==> config.mk <==
export PLATFORM = sky130hd
export DESIGN_NAME = decoder_3to8
export DESIGN_NICKNAME = d
export VERILOG_FILES = /design/src/rtl/decoder_3to8_pkg.sv /design/src/rtl/decoder_3to8_core.sv /design/src/rtl/decoder_3to8.sv
export SDC_FILE = /design/constraint.sdc
export NUM_CORES = 1
export LEC_CHECK = 0
export BUFFER_PORTS_ARGS = -buffer_cell sky130_fd_sc_hd__buf_4
export CAP_MARGIN = 30
export CORE_AREA = 2 2 39 41
export CTS_CLUSTER_SIZE = 40
export DETAILED_ROUTE_END_ITERATION = 7
export DIE_AREA = 0 0 41 43
export HOLD_SLACK_MARGIN = 0.03
export SLEW_MARGIN = 20
export SYNTH_ARGS = -nofsm -noshare
export SYNTH_HDL_FRONTEND = slang
export SYNTH_SLANG_ARGS = --single-unit
==> constraint.sdc <==
create_clock -name clk -period 1.4 [get_ports clk]
set_input_delay 0.14 -clock clk [delete_from_list [all_inputs] [get_ports clk]]
set_output_delay 0.14 -clock clk [all_outputs]
set_load 0.02 [all_outputs]
==> src/rtl/decoder_3to8_pkg.sv <==
// Shared constants and types for the registered 3-to-8 decoder.
//   DEC_SEL_W : select width (3 bits, {a,b,c})
//   DEC_OUT_N : number of one-hot outputs (8)
package decoder_3to8_pkg;

    localparam int unsigned DEC_SEL_W = 3;
    localparam int unsigned DEC_OUT_N = 8;

    typedef logic [DEC_SEL_W-1:0] dec_sel_t;
    typedef logic [DEC_OUT_N-1:0] dec_vec_t;

endpackage : decoder_3to8_pkg

==> src/rtl/decoder_3to8_core.sv <==
// Combinational select-to-one-hot map, gated by enable.
// Ports:
//   i_sel      : 3-bit select, unsigned 0..7
//   i_en       : enable; when low the vector is all zero
//   o_onehot_c : 8-bit one-hot vector, bit N set when i_sel == N
module decoder_3to8_core
    import decoder_3to8_pkg::*;
(
    input  logic [DEC_SEL_W-1:0] i_sel,
    input  logic                 i_en,
    output logic [DEC_OUT_N-1:0] o_onehot_c
);

    // One bit per select value; all zero when disabled.
    always_comb begin
        o_onehot_c = '0;
        for (int unsigned n = 0; n < DEC_OUT_N; n++) begin
            if (i_en && (i_sel == DEC_SEL_W'(n))) begin
                o_onehot_c[n] = 1'b1;
            end
        end
    end

endmodule : decoder_3to8_core

==> src/rtl/decoder_3to8.sv <==
// Registered 3-to-8 decoder: one-cycle latency from {a,b,c}/en to y0..y7/vld.
// Ports:
//   clk        : sole clock, rising edge
//   rst        : synchronous active-high reset, priority over en
//   en         : decode enable
//   a, b, c    : select bits, a is MSB
//   y0..y7     : registered one-hot outputs, yN set for select value N
//   vld        : registered; high when y holds a decode of an enabled sample
module decoder_3to8
    import decoder_3to8_pkg::*;
(
    input  logic clk,
    input  logic rst,
    input  logic en,
    input  logic a,
    input  logic b,
    input  logic c,
    output logic y0,
    output logic y1,
    output logic y2,
    output logic y3,
    output logic y4,
    output logic y5,
    output logic y6,
    output logic y7,
    output logic vld
);

    dec_sel_t w_sel;
    dec_vec_t w_onehot;
    dec_vec_t r_y;
    logic     r_vld;

    assign w_sel = {a, b, c};

    decoder_3to8_core u_core (
        .i_sel      (w_sel),
        .i_en       (en),
        .o_onehot_c (w_onehot)
    );

    // Output register; a disabled sample clears rather than holds.
    always_ff @(posedge clk) begin
        if (rst) begin
            r_y   <= '0;
            r_vld <= 1'b0;
        end else begin
            r_y   <= w_onehot;
            r_vld <= en;
        end
    end

    assign y0  = r_y[0];
    assign y1  = r_y[1];
    assign y2  = r_y[2];
    assign y3  = r_y[3];
    assign y4  = r_y[4];
    assign y5  = r_y[5];
    assign y6  = r_y[6];
    assign y7  = r_y[7];
    assign vld = r_vld;

endmodule : decoder_3to8

==> metrics.md <==
| Metric | Value |
|---|---|
| Clk sinks | 9 |
| CTS HTree Levels | 1 |
| Worst slew pin tran | 0.2109 ns |
| Final core occ | 0.2948 |
| First DRT Iteration DRCs | 1 |
| CTS buffer count | 3 |
| Crit path largest cell delay | 0.32 ns |
| Ant diodes | 0 |
| # setup viols final | 0 |
| Dpl hpwl | 366.3 microns |
| TritonCTS clock tree | built |
| Cell Area, Placed | 381.6 sq um |
| Buf/Inv on CP | 1 |
| Max Clk Rate | 1.177 GHz |
| Pwr dens | 1216 nW/um^2 |
| Final period util | 0.6071 |
| DRT Pass-1 Iters | 2 |
| Slew Limit Headroom | 0.8581 |
| Setup Crit Path Kind | reg -> out |
| DRC viols | 0 |
| Max Cap Viol | 0 |
| Die H | 43 microns |
| Register bit total from synthesis | 9 |
| First-pass GRT wire length | 717 microns |
| Avg WL per Cell | 8.158 microns |
| Synth Warn # | 0 |
| DIE WIDTH | 41 microns |
| Post-route cell area | 407.9 sq um |
| Synthesized netlist cell count | 23 |
| Vias/cell | 3.684 |
| Fin. Hold Viols | 0 |
| Worst Setup SP | r_y[3] |
| Vias in the first global route | 185 |
| Core area | 1384 sq um |
| Max IR drop VDD | 0.0003294 V |
| Placer Congestion | 0.6250 |
| Min-delay src | b |
| Cts hold-fix bufs | 0 |
| Clock buffer depth | 2 |
| RSZ-0062 raised after global routing | false |
| Crit. path cell count | 1 |
| I/O pins | 15 |
| Hold Path Cell Cnt | 2 |
| Nets | 48 |
| Antenna violations before repair | 0 |
| Cells along the critical path | buf_4 |
| Leak | 0.1829 nW |
| Post-synth cell types | 8 |
| # Post-CTS Setup Buffers | 0 |
| Sequential fraction of the synthesis area | 0.7024 |
| Row Count | 14 |
| Share of cells above drive strength 1 | 0.4146 |
| Largest net degree at the start of global routing | 7 |
| Initial Utilization | 0.1854 |
| Setup TNS | 0 ns |
| CP delay by family, top | flip-flops |
| Required time of the critical path | 1.26 ns |
| Minimum clock period | 0.8499 ns |
| Slowest CP cell | dfxtp_1 |
| Status | finished, final reports clean |
| Full die area | 1763 sq um |
| Root Driver | clkbuf_4 |
| Min Hold Slack | 0.07045 ns |
| I/O Buffers | 14 |
| CP Data Arrival Time | 0.71 ns |
| Tightest Hold Check Type | in -> reg |
| Total Wirelength | 465 microns |
| Grt ovf | 0 |
| Reg clk slew, reported paths | 0.06 ns |
| Area of the mapped netlist | 256.5 sq um |
| Resize count post-CTS | 0 |
| Final Max Slew Viols | 0 |
| CP startpoint kind | flip-flop |
| Critical path fanouts, max | 1 |
| Vias | 210 |
| Area Overhead vs Synth | 59.02% |
| Crit. End Element | primary output |
| Total GRT Usage | 0.06956 |
| Net Count, Synth | 29 |
| Syn avg cell area | 11.15 sq um |
| Post-DRT Antenna Nets | 0 |
## cell usage in the layout (no fill, tap or decap)
cell type,n
or3b_1,2
nand2_1,1
nand2b_1,1
nor2b_1,1
nor4_1,2
dfxtp_1,9
clkbuf_1,1
clkbuf_4,3
nand3b_1,1
nor2_1,6
buf_4,14
## per-layer routing
metal / vias to the layer above / wire length [microns] / part of all wire / GRT usage
met3: 2 / 41 / 0.088 / 0.01571
met2: 11 / 207 / 0.45 / 0.07500
li1: 112 / - / - / -
met5: - / 0 / 0 / 0
met1: 85 / 208 / 0.45 / 0.07818
met4: 0 / 7 / 0.015 / 0.1200
## registers in the layout, summed over array words and instances (netlist names)
signal and cells:
r_y 8, vld 1
## synth_stat cells
cell type / count / area, sq um
dfxtp_1: 9 / 180.2
nand2b_1: 1 / 6.260
nand3b_1: 1 / 7.510
nand2_1: 1 / 3.750
nor2_1: 6 / 22.52
or3b_1: 2 / 17.52
nor2b_1: 1 / 6.260
nor4_1: 2 / 12.51
## metrics by stage
stage                     power (mW)  setup WS [ns]  instances
after global placement        0.3097         0.5748         53
after floorplan               0.2852         0.7293         23
after detailed placement      0.3101         0.5699         53
final                         0.4959         0.5501         57
after CTS                     0.5099         0.5330         57
after global routing          0.5260         0.5101         57
## worst paths after layout
path,endpoint,slack (ns)
worst max-delay path,y3,0.55
worst min-delay path,r_y[0],0.07
## logic make-up (layout without fill, tap and decap cells)
logic type | count (synthesis) | after routing | synth area share
AND/OR/NAND/NOR | 14 | 14 | 0.2976
buffers and inverters | 0 | 18 | 0
flip-flops | 9 | 9 | 0.7024
## power breakdown
| part | switching (mW) | internal, mW |
|---|---|---|
| Sequential | 0.00130 | 0.262 |
| Combinational | 0.0205 | 0.0206 |
| Clock | 0.0826 | 0.109 |
| Total | 0.104 | 0.391 |
## area by class of cell
class                           count  area [sq um]
Fill cell                         157         975.9
Sequential cell                     9         180.2
Timing Repair Buffer               14         105.1
Multi-Input combinational cell     14         76.32
Clock buffer                        4         26.28
Tap cell                           16         20.02
No activity file was read; power rests on OpenSTA's default activity.
